--- config.mk ---
export PLATFORM = sky130hd
export DESIGN_NAME = fetch_pc_unit
export DESIGN_NICKNAME = d
export VERILOG_FILES = /design/src/rtl/fetch_pc_unit.sv
export SDC_FILE = /design/constraint.sdc
export NUM_CORES = 1
export LEC_CHECK = 0
export ABC_AREA = 1
export CORE_MARGIN = 10
export CORE_UTILIZATION = 47
export DETAILED_ROUTE_END_ITERATION = 16
export PLACE_DENSITY = 0.85
export SLEW_MARGIN = 20
export SYNTH_ARGS = -nofsm -noshare
export SYNTH_HDL_FRONTEND = slang
export SYNTH_SLANG_ARGS = --single-unit
--- constraint.sdc ---
create_clock -name clk -period 2.9 [get_ports clk]
set_input_delay 0.29 -clock clk [delete_from_list [all_inputs] [get_ports clk]]
set_output_delay 0.29 -clock clk [all_outputs]
set_load 0.005 [all_outputs]
--- src/rtl/fetch_pc_unit.sv ---
// Fetch/PC stage: fetches one instruction per req/ack handshake and advances the PC when the downstream stage is done.
// Optional PC_ALIGN_CHECK_EN: a misaligned next PC traps into HALT instead of being silently realigned.
module fetch_pc_unit #(
  parameter logic [31:0] RESET_PC = 32'h0000_0000
) (
  input  logic        clk,
  input  logic        rst_n,
  output logic        imem_req,
  output logic [31:0] imem_addr,
  input  logic        imem_ack,
  input  logic [31:0] imem_rdata,
  input  logic [1:0]  next_op,
  input  logic [31:0] jr_target,
  input  logic        exec_done,
  output logic [31:0] instr,
  output logic [5:0]  op,
  output logic [5:0]  func,
  output logic        instr_valid,
  output logic [31:0] pc,
  output logic [31:0] pc_plus4,
  output logic        align_err
);

`ifdef PC_ALIGN_CHECK_EN
  typedef enum logic [1:0] {IDLE, FETCH, EXEC, HALT} state_t;
`else
  typedef enum logic [1:0] {IDLE, FETCH, EXEC} state_t;
`endif

  state_t      state, state_nxt;
  logic [31:0] next_pc;
  logic [31:0] br_off;
  logic        ld_instr, ld_pc;

  assign pc_plus4  = pc + 32'd4;
  assign imem_addr = pc;
  assign op        = instr[31:26];
  assign func      = instr[5:0];
  assign br_off    = {{14{instr[15]}}, instr[15:0], 2'b00};

  always_comb begin
    next_pc = pc_plus4;
    case (next_op)
      2'b00:   next_pc = pc_plus4;
      2'b01:   next_pc = pc_plus4 + br_off;
      2'b10:   next_pc = {pc_plus4[31:28], instr[25:0], 2'b00};
      default: next_pc = jr_target;
    endcase
  end

  always_comb begin
    state_nxt   = state;
    imem_req    = 1'b0;
    instr_valid = 1'b0;
    align_err   = 1'b0;
    ld_instr    = 1'b0;
    ld_pc       = 1'b0;
    case (state)
      IDLE: state_nxt = FETCH;
      FETCH: begin
        imem_req = 1'b1;
        if (imem_ack) begin
          ld_instr  = 1'b1;
          state_nxt = EXEC;
        end
      end
      EXEC: begin
        instr_valid = 1'b1;
        if (exec_done) begin
`ifdef PC_ALIGN_CHECK_EN
          if (next_pc[1:0] != 2'b00) begin
            state_nxt = HALT;
          end else begin
            ld_pc     = 1'b1;
            state_nxt = FETCH;
          end
`else
          ld_pc     = 1'b1;
          state_nxt = FETCH;
`endif
        end
      end
`ifdef PC_ALIGN_CHECK_EN
      HALT: align_err = 1'b1;
`endif
      default: state_nxt = IDLE;
    endcase
  end

  // Low PC bits are cleared on load; with the trap enabled they are already zero here.
  always_ff @(posedge clk or negedge rst_n) begin
    if (!rst_n) begin
      state <= IDLE;
      pc    <= RESET_PC;
      instr <= 32'h0;
    end else begin
      state <= state_nxt;
      if (ld_pc)    pc    <= next_pc & ~32'h3;
      if (ld_instr) instr <= imem_rdata;
    end
  end

endmodule

# Word-level counts from Yosys, hierarchy flattened
# Index checks and enable logic that the tools add are counted.
totals:
  register_bits: 64
  input_bits: 70
  out_inout_bits: 143
  elab_cells: 24
op_classes:
  n_addsub: 2
  n_eq_ne: 6
  muxes: 10
  reduce_logical: 3
op_table:
  columns: ["op", "n"]
  rows:
  - ["$pmux W32 S3", 1]
  - ["$add A32 B3 Y32 const B", 1]
  - ["$add A32 B32 Y32", 1]
  - ["$mux W1", 6]
  - ["$pmux W2 S3", 1]
  - ["$eq A2 B1 Y1 const B", 2]
  - ["$eq A2 B2 Y1 const B", 2]
  - ["$logic_not A2 Y1", 2]
  - ["$mux W2", 2]
  - ["$ne A2 B2 Y1 const B", 2]
  - ["$reduce_and A2 Y1", 1]

# Logic depth before layout (Yosys ltp)
# Gate-level depths: netlist (run 1).
logic_depth:
  depth_word: 3
  mapped_depth: 22
  mapped_depth_nobuf: 22

# Worst setup path after synthesis (run 1)
# Ideal clock, no wire load.
synth_path:
  path_kind: "reg-to-reg"
  from: "reg pc[2] (netlist: imem_addr[2])"
  to: "reg pc[21] (netlist: imem_addr[21])"
  t_arrival_ns: 2.599
  required_ns: 2.784
  setup_slack_ns: 0.184
  path_stages_with_launch: 20
  synth_period_minus_slack_ns: 2.716
  cell_sequence: "dfrtp_1 nand3_1 nor2_1 and2_4 nand3b_4 nand2_1 inv_1 or2_2 ha_1 nand2_1 nor2_1 inv_1 nor2_1 nand4_1 nand3_1 nand2_1 nand3_1 nand2_1 nand2_1 nand2_1"
synth_between:
  elab_chain_cells: 3
synth_lines:
  columns: ["item", "line_no", "source"]
  rows:
  - ["start: declaration", "19", "output logic [31:0] pc,"]
  - ["start signal: assignment", "98", "if (ld_pc) pc <= next_pc & ~32'h3;"]
  - ["$add A32 B3 Y32", "35", "assign pc_plus4 = pc + 32'd4;"]
  - ["named net pc_plus4[17]", "20", "output logic [31:0] pc_plus4,"]
  - ["$add A32 B32 Y32", "45", "2'b01: next_pc = pc_plus4 + br_off;"]
  - ["$pmux W32 S3", "43", "case (next_op)"]
# The timed path passes the listed nets, and every way through them passes these cells.
# A chain may end at the register's enable or synchronous reset.

# Final worst setup path (run 1)
layout_path:
  from: "reg pc[3] (netlist: imem_addr[3])"
  to: "reg pc[21] (netlist: imem_addr[21])"
layout_between:
  elab_chain_cells: 3
layout_lines:
  columns: ["item", "line_no"]
  rows:
  - ["$add A32 B3 Y32 (*)", "35"]
  - ["$add A32 B32 Y32", "45"]
  - ["$pmux W32 S3 (*)", "43"]
# Every way passes the cells marked *; elsewhere a longest branch is shown, timed or not.

==> results of run 1 <==
power breakdown:
group	internal, W	switching, W
Clock	0.000709	0.000442
Sequential	0.00134	0.000670
Combinational	0.00521	0.00565
Total	0.00725	0.00676
metal layers:
layer,vias to the layer above,track usage [%]
met1,3981,29.8
met3,132,8.39
met5,-,0
met4,0,9.61
met2,519,44.6
li1,3798,-
sequential cells by signal (all words and copies together) (netlist names):
signal	count
imem_addr	30
instr	32
state	2
placed cells by master (no fill, tap or decap), types with 18 or more instances in the layout:
master,netlist,layout
a21oi_1,44,27
mux2_2,30,30
ha_4,0,22
nand2_1,328,283
o21ai_0,45,37
buf_4,50,129
nand2_2,9,47
nor2_2,4,21
inv_1,133,122
clkdlybuf4s50_1,0,202
nand3_2,2,18
nand3_1,62,46
dfrtp_1,64,56
nor2_1,107,76
cell families (layout without fill, tap and decap cells):
| group | Yosys count | count (layout) | synth area share, % |
|---|---|---|---|
| xor+xnor | 16 | 16 | 2.23 |
| compound gates | 120 | 120 | 10.3 |
| other cells | 1 | 7 | 0.0567 |
| flops | 64 | 64 | 24.2 |
| buf+inv | 207 | 493 | 14.8 |
| mux | 30 | 30 | 5.11 |
| simple gates | 559 | 559 | 36.2 |
| fa+ha+maj | 37 | 37 | 7.11 |
what timing repair did:
action / 4_1_cts / 5_1_grt
buffers inserted: 1 / 14
hold buffers: 0 / 0
resized for setup: 14 / 218
endpoints found under the setup margin: 12 / 27
pin swaps: 2 / 49
final cells by class:
cell class,instances,area (um2),area share [%]
Inverter,138,518,4.83
Clock buffer,11,253,2.36
Multi-Input combinational cell,769,4980,46.4
Clock inverter,5,55.1,0.513
Tap cell,180,225,2.10
Sequential cell,64,1610,15.0
Timing Repair Buffer,339,3080,28.7
metrics by stage:
step                      hold WS (ns)  total power [W]  setup TNS (ns)  utilization, %  area, um2
final                          0.00988           0.0140         -0.0227            77.6      10700
after floorplan               -0.00559          0.00632               0               -       6640
after global routing            0.0805           0.0148           -1.21            77.6      10700
after detailed placement         0.396           0.0103          -0.449            67.6       9350
after CTS                       0.0386           0.0117         -0.0557            70.3       9720
after global placement           0.394           0.0101          -0.221            67.6       9350
final timing paths:
path | slack [ns] | cells past startpoint | start | endpoint
min in group clk | 0.51 | 1 | state[1] | state[0]
max | -0.02 | 17 | imem_addr[3] | imem_addr[21]
max reg2reg | -0.02 | 17 | imem_addr[3] | imem_addr[21]
max in group asynchronous | 2.22 | 2 | rst_n | imem_addr[17]
min | 0.01 | 1 | rst_n | instr[2]
min reg2reg | 0.51 | 1 | state[1] | state[0]
==> impl_metrics.ini, run 1 <==
[synthesis]
ys_types = 53
syn_avg_cell_area_um2 = 6.40
ys.flop_type = dfrtp_1
synth_top_area_share_pct = 24.2
ys_warn_count = 0
synth_most_common_cell = nand2_1
synth_edf_count = 0
synthCells = 1034
synthArstFlopShare_pct = 100
yosys.area.top_type = dfrtp_1
ys_seq_elements = 64
synth_area_mm2 = 0.00661
yosys-top-cells-count = nand2_1 (328), inv_1 (133), nor2_1 (107), dfrtp_1 (64), nand3_1 (62)
yosysSeqAreaShare_pct = 24.2
yosys-top-cells-area = dfrtp_1 (24%), nand2_1 (19%), inv_1 (7.5%)

[critical_path]
crit_buf_inv = 2
critPathMaxStageDelay_ns = 0.44
required_ns = 3.14
path_common_cell = nand2_1
start_kind = flip-flop
worstPathArrival_ns = 3.16
crit_type = reg -> reg
cp_top_family = simple AND/OR/NAND/NOR gates
endpoint_kind = flip-flop
crit_slowest_cell = dfrtp_2
path_cells = ha_2 -> nand3_2 -> nor2_2 -> xor2_1 -> inv_1 -> ha_4 -> nand2_2 -> nor2_2 -> inv_1 -> nor2_4 -> nand4_1 -> nand3_1 -> nand2_1 -> nand3_2 -> nand2_1 -> nand2_1 -> nand2_1
cp_max_fo = 5

[routing]
vias = 8430
drc_errors = 0
avgRoutedWirePerCell_um = 19.5
wl_met3_mm = 2.99
highest_layer = met4
drtAntennaViolNets = 0
drt-initial-drc-count = 990
totalWireLength_mm = 29.3
wl_met2_mm = 14.5
via_per_inst = 5.60
wl_met1_mm = 10.5
drt_pre_antenna_iters = 8

[floorplanning]
initial_core_util_pct = 47.8
fp.dieH_um = 139
core_mm2 = 0.0138
rows = 43
num_io_pins = 213
dieArea_mm2 = 0.0192
die_x_um = 139

[cts]
cts_tree = yes
cts.clk_slew.worst_paths_ns = 0.06
cts_made_buffers = 9
clk_latency_ns = 0.35
cts.htree.levels = 3
cts_sinks = 64
clockRootBuffer = clkbuf_16
clock_path_buffers = 2

[placement]
port-buffer-count = 203
hpwl_mm = 21.1
place_ws_ns = -0.115
place_congestion = 1.04
dp_cells = 1475

[outcome]
status = finished with violations
violations = negative setup slack

[grt]
grt_pass1_wl_mm = 41.3
grt_pass1_vias = 7939
antenna_found_initial = 0
overflow = 0
grt_util_all_layers_pct = 26.1
grt_max_degree = 51

[finish]
stdcell_count = 1506
fillCellCount = 895
antenna_cells = 0
final_nets = 1428
area_growth_pct = 62.2
drive_gt1_share_pct = 30.3

[sta]
fin_ws_ns = -0.0227
fin_skew_ns = 0.00745
fmax_mhz = 342
finalHoldViolCount = 0
slew_headroom_pct = 42.0
period_minus_slack_ns = 2.92
rsz0062_at_grt = yes
min_period_over_period_pct = 101
setup_viol = 1
tightest_slew_ns = 0.869
maxSlewViolCount = 0

[job]
cap_violations = 0

[power_and_ir_drop]
vdd.ir_drop.worst_mv = 1.01
power_density_mw_per_mm2 = 1310
leakage_nw = 5.13

[min_path]
hold_path.class = in -> async
Note: power is estimated with default switching activity, not from simulation.
==> run 2: changes to the inputs <==
--- a/config.mk
+++ b/config.mk
@@ -10,6 +10,7 @@
 export CORE_UTILIZATION = 47
 export DETAILED_ROUTE_END_ITERATION = 16
 export PLACE_DENSITY = 0.85
+export SKIP_LAST_GASP = 1
 export SLEW_MARGIN = 20
 export SYNTH_ARGS = -nofsm -noshare
 export SYNTH_HDL_FRONTEND = slang
==> run 2 against run 1 <==
  * The flow still finishes with violations (negative setup slack)
  * Sequential share of layout area grew 0.10 points
  * Register-to-register slack about the same
  * Sequential power about the same
  * Total power is 1.6% lower
  * Maximum frequency about the same
  * Largest cell class unchanged
  * Combinational power about the same
  * Wire length fell by 0.54%
  * Via count is 0.13% higher
  * Hold slack better by 0.0094 ns
  * Core utilization is 0.60 points lower
  * Largest power group unchanged
  * Worst setup slack better by 0.0025 ns
==> impl_metrics.ini, run 2 (synthesized netlist as in run 1, its figures left out) <==
[finish]
largest_reg_flops = 32
final_nets = 1429
regArea_mm2 = 0.00161
final_common_cell = nand2_1
fillCellCount = 926
drive_gt1_share_pct = 29.8
multi_input_comb_area_mm2 = 0.00489
layout_common_cells = nand2_1 (283), clkdlybuf4s50_1 (202), buf_4 (131), inv_1 (122), nor2_1 (76)
antenna_cells = 0
stdcell_count = 1507
area_growth_pct = 60.9
regMostFlops = instr
utilization_pct = 77.0

[grt]
grt_max_degree = 51
grt_pass1_vias = 7932
overflow = 0
antenna_found_initial = 0
grt_pass1_wl_mm = 41.2
grt_util_all_layers_pct = 26.1

[critical_path]
ff2ff_setup_slack_ns = -0.02
regToRegEndpoint = imem_addr[21]
reg2reg_from = imem_addr[11]
worstPathArrival_ns = 3.16
start_kind = flip-flop
required_ns = 3.14
crit_slowest_cell = dfrtp_1
crit_buf_inv = 3
reg2reg_depth = 19
critPathMaxStageDelay_ns = 0.42
endpoint_kind = flip-flop
path_common_cell = nand2_1
cp_max_fo = 3
crit_type = reg -> reg
cp_num_cells = 19
cp_top_family = simple AND/OR/NAND/NOR gates
path_cells = buf_6 -> nand2_2 -> nor2_4 -> nand2_2 -> nor2_2 -> nand3_1 -> and2_4 -> ha_1 -> nand2_2 -> o21bai_1 -> inv_1 -> nand2_1 -> inv_1 -> nand3_1 -> nand2_1 -> nand3_2 -> nand2_1 -> nand2_1 -> nand2_1

[floorplanning]
die_x_um = 139
fp.dieH_um = 139
rows = 43
core_mm2 = 0.0138
initial_core_util_pct = 47.8
dieArea_mm2 = 0.0192
num_io_pins = 213

[placement]
place_congestion = 1.04
port-buffer-count = 203
hpwl_mm = 21.1
dp_cells = 1475

[routing]
drt-initial-drc-count = 909
drc_errors = 0
drtAntennaViolNets = 0
totalWireLength_mm = 29.2
avgRoutedWirePerCell_um = 19.4
drt_pre_antenna_iters = 6
via_per_inst = 5.60
vias = 8441

[cts]
cts.clk_slew.worst_paths_ns = 0.06
cts.htree.levels = 3
cts_made_buffers = 9
clockRootBuffer = clkbuf_16
cts_sinks = 64
cts_tree = yes
clk_latency_ns = 0.35
holdBufCountCts = 0
clock_path_buffers = 2

[power_and_ir_drop]
vdd.ir_drop.worst_mv = 1.00
leakage_nw = 5.12
power_density_mw_per_mm2 = 1300

[sta]
min_period_over_period_pct = 101
setup_viol = 2
finalHoldViolCount = 0
fin_ws_ns = -0.0202
tightest_slew_ns = 0.853
rsz0062_at_grt = yes
fin_skew_ns = 0.00942
period_minus_slack_ns = 2.92
slew_headroom_pct = 43.1
maxSlewViolCount = 0
fmax_mhz = 342

[job]
cap_violations = 0

[min_path]
hold_path.class = in -> async

[outcome]
violations = negative setup slack
status = finished with violations
-- run 2: changes by cell type in the layout (fill, tap and decap cells not counted), sizes merged --
cell	before	now
buf	137	138
-- run 2: routing by layer --
layer	vias up	part of all wire [%]	wire [um]	GRT usage (%)
li1	3792	-	-	-
met1	3998	36	10500	29.8
met2	529	49	14400	44.7
met3	122	11	3070	8.15
met4	0	4.2	1240	9.50
met5	-	0	0	0
-- run 2: what timing repair did --
action / CTS / global route
endpoints found under the setup margin: 12 / 26
pin swaps: 2 / 48
hold endpoints to repair: 0 / 0
buffers inserted: 1 / 15
resized for setup: 10 / 207
-- run 2: final cells by class --
cell class | count | share of cell area [%]
multi-input cells | 769 | 46.0
repair buffers | 340 | 29.0
flip-flops and latches | 64 | 15.1
inverters | 138 | 4.87
clock buffers | 11 | 2.38
well taps | 180 | 2.12
clock inverters | 5 | 0.517
-- run 2: through the flow --
| step | total power (W) | setup TNS, ns | area, um2 | hold slack (ns) | setup slack, ns |
|---|---|---|---|---|---|
| after floorplan | 0.00632 | 0 | 6640 | -0.00559 | 0.184 |
| after global placement | 0.0101 | -0.221 | 9350 | 0.394 | -0.0822 |
| after detailed placement | 0.0103 | -0.449 | 9350 | 0.396 | -0.115 |
| after CTS | 0.0116 | -0.113 | 9700 | 0.0386 | -0.0454 |
| after global routing | 0.0146 | -1.44 | 10600 | 0.0782 | -0.150 |
| final | 0.0138 | -0.0351 | 10600 | 0.0193 | -0.0202 |
-- run 2: how the worst max path moves through the flow --
stage	startpoint	end	slack, ns
5_1_grt	imem_addr[11]	imem_addr[21]	-0.15
4_1_cts	imem_addr[3]	imem_addr[29]	-0.05
3_3_place_gp	imem_addr[3]	imem_addr[27]	-0.08
6_report	imem_addr[11]	imem_addr[21]	-0.02
2_1_floorplan	imem_addr[2]	imem_addr[21]	0.18
3_5_place_dp	imem_addr[3]	imem_addr[27]	-0.12
-- run 2: power breakdown --
group	total, W	switching [W]	internal (W)
Sequential	0.00200	0.000665	0.00133
Clock	0.00115	0.000438	0.000709
Combinational	0.0106	0.00553	0.00512
==> run 3: changes to the inputs <==
--- a/config.mk
+++ b/config.mk
@@ -15,3 +15,4 @@
 export SYNTH_ARGS = -nofsm -noshare
 export SYNTH_HDL_FRONTEND = slang
 export SYNTH_SLANG_ARGS = --single-unit
+export TNS_END_PERCENT = 30
==> run 3 against run 2 <==
  * Clock skew shrank 0.0018 ns
  * The run still ends with negative setup slack left
  * Critical path type unchanged
  * Clock power is essentially flat
  * Hold slack worse by 0.0018 ns
  * Flip-flop and latch count did not move
  * Worst setup slack got worse by 0.067 ns
  * Critical path depth decreased by 1
  * Wire length down 0.30%
  * Combinational power hardly changed
  * Design area barely moved
==> impl_metrics.ini, run 3 (synthesized netlist as in run 1, its figures left out) <==
[routing]
totalWireLength_mm = 29.1
drt-initial-drc-count = 798
drtAntennaViolNets = 0
drt_pre_antenna_iters = 7
via_per_inst = 5.54
vias = 8356
drc_errors = 0
avgRoutedWirePerCell_um = 19.3

[cts]
cts_made_buffers = 9
clockRootBuffer = clkbuf_16
clock_path_buffers = 2
cts.htree.levels = 3
cts_sinks = 64
cts_tree = yes
cts.clk_slew.worst_paths_ns = 0.06
clk_latency_ns = 0.35
holdBufCountCts = 0

[finish]
drive_gt1_share_pct = 29.2
final_nets = 1430
area_growth_pct = 61.0
regMostFlops = instr
utilization_pct = 77.0
largest_reg_flops = 32
antenna_cells = 0
finish.instance_area_mm2 = 0.0106
final_common_cell = nand2_1
layout_common_cells = nand2_1 (284), clkdlybuf4s50_1 (202), buf_4 (132), inv_1 (124), nor2_1 (78)
fillCellCount = 912

[job]
cap_violations = 0

[sta]
fmax_mhz = 335
setup_viol = 5
rsz0062_at_grt = yes
slew_headroom_pct = 46.7
finalHoldViolCount = 0
hold_ws_ns = 0.0174
period_minus_slack_ns = 2.99
fin_ws_ns = -0.0876
fin_skew_ns = 0.00759
min_period_over_period_pct = 103
maxSlewViolCount = 0
tightest_slew_ns = 0.799
tns_ns = -0.231

[grt]
grt_max_degree = 51
overflow = 0
grt_pass1_vias = 7905
antenna_found_initial = 0
grt_pass1_wl_mm = 41.0
grt_util_all_layers_pct = 26.0

[floorplanning]
dieArea_mm2 = 0.0192
rows = 43
die_x_um = 139
num_io_pins = 213
initial_core_util_pct = 47.8
fp.dieH_um = 139
core_mm2 = 0.0138

[critical_path]
cp_max_fo = 4
endpoint_kind = flip-flop
ff2ff_setup_slack_ns = -0.09
required_ns = 3.19
start_kind = flip-flop
crit_type = reg -> reg
worstPathArrival_ns = 3.28

[outcome]
violations = negative setup slack
status = finished with violations

[placement]
place_ws_ns = -0.115
port-buffer-count = 203
place_congestion = 1.04
hpwl_mm = 21.1
dpl_cell_area_mm2 = 0.00935

[power_and_ir_drop]
p_comb_share_pct = 77.1
clkPwrFrac_pct = 8.3
p_sw_w = 0.00662
power_density_mw_per_mm2 = 1300
p_int_w = 0.00718
sw_frac_of_total_pct = 48.0
p_seq_share_pct = 14.6
leakage_nw = 5.11
vdd.ir_drop.worst_mv = 1.01

[min_path]
hold_path.class = in -> async
-- run 3: cell types whose count changed in the layout (fill, tap and decap cells not counted), moves of 3 or more --
cell / previous run / this run
a21oi_2: 17 / 13
nor2_2: 25 / 18
o21ai_1: 8 / 5
a21oi_1: 27 / 30
nor3_2: 7 / 3
nor3_1: 0 / 3
nor2_4: 13 / 18
-- run 3: metal layers --
layer  GRT usage (%)  part of all wire [%]
met1            29.3                    37
met2            44.5                    48
met3            8.97                    11
met4            9.72                   4.7
met5               0                     0
-- run 3: critical path, stage by stage (launching register included) --
cell and delay, ns:
dfrtp_1 0.42, nand2_2 0.12, inv_2 0.08, nand4_1 0.21
nor2_4 0.23, buf_6 0.13, xnor2_2 0.11, inv_2 0.08
ha_4 0.27, nand2_1 0.06, nand2_1 0.09, o21bai_2 0.22
inv_1 0.11, nand3_1 0.19, nand2_1 0.11, nand2_1 0.05
o211ai_1 0.28, nand2_1 0.10, nand2_1 0.07
-- run 3: stage by stage --
stage,power (W),instances
2_1_floorplan,0.00632,1040
3_3_place_gp,0.0101,1475
3_5_place_dp,0.0103,1475
4_1_cts,0.0116,1492
5_1_grt,0.0146,1508
6_report,0.0138,1508
-- run 3: worst paths after layout --
path / start / endpoint / cells after the start
max: imem_addr[6] / imem_addr[13] / 18
min: rst_n / instr[2] / 1
max reg2reg: imem_addr[6] / imem_addr[13] / 18
min reg2reg: state[1] / state[0] / 1
max in group asynchronous: rst_n / imem_addr[8] / 2
min in group clk: state[1] / state[0] / 1
-- run 3: repair_timing --
item	CTS	global route
setup buffers	1	16
endpoints found under the setup margin	12	26
pin swaps	2	48
gates cloned	0	0
resized for setup	5	206
-- run 3: power groups by stage --
stage          Combinational [W]  Sequential, W  Clock, W
3_5_place_dp             0.00846        0.00188         0
6_report                  0.0106        0.00201   0.00115
5_1_grt                   0.0114        0.00205   0.00119
3_3_place_gp             0.00828        0.00185         0
4_1_cts                  0.00858        0.00187   0.00115
2_1_floorplan            0.00446        0.00186         0
-- run 3: layout make-up --
class	instances	area (um2)	share of cell area, %
timing repair buffer	341	3090	29.1
sequential	64	1610	15.1
tap	180	225	2.12
multi-input combinational	769	4890	45.9
clock inverter	5	55.1	0.517
clock buffer	11	253	2.37
inverter	138	518	4.87
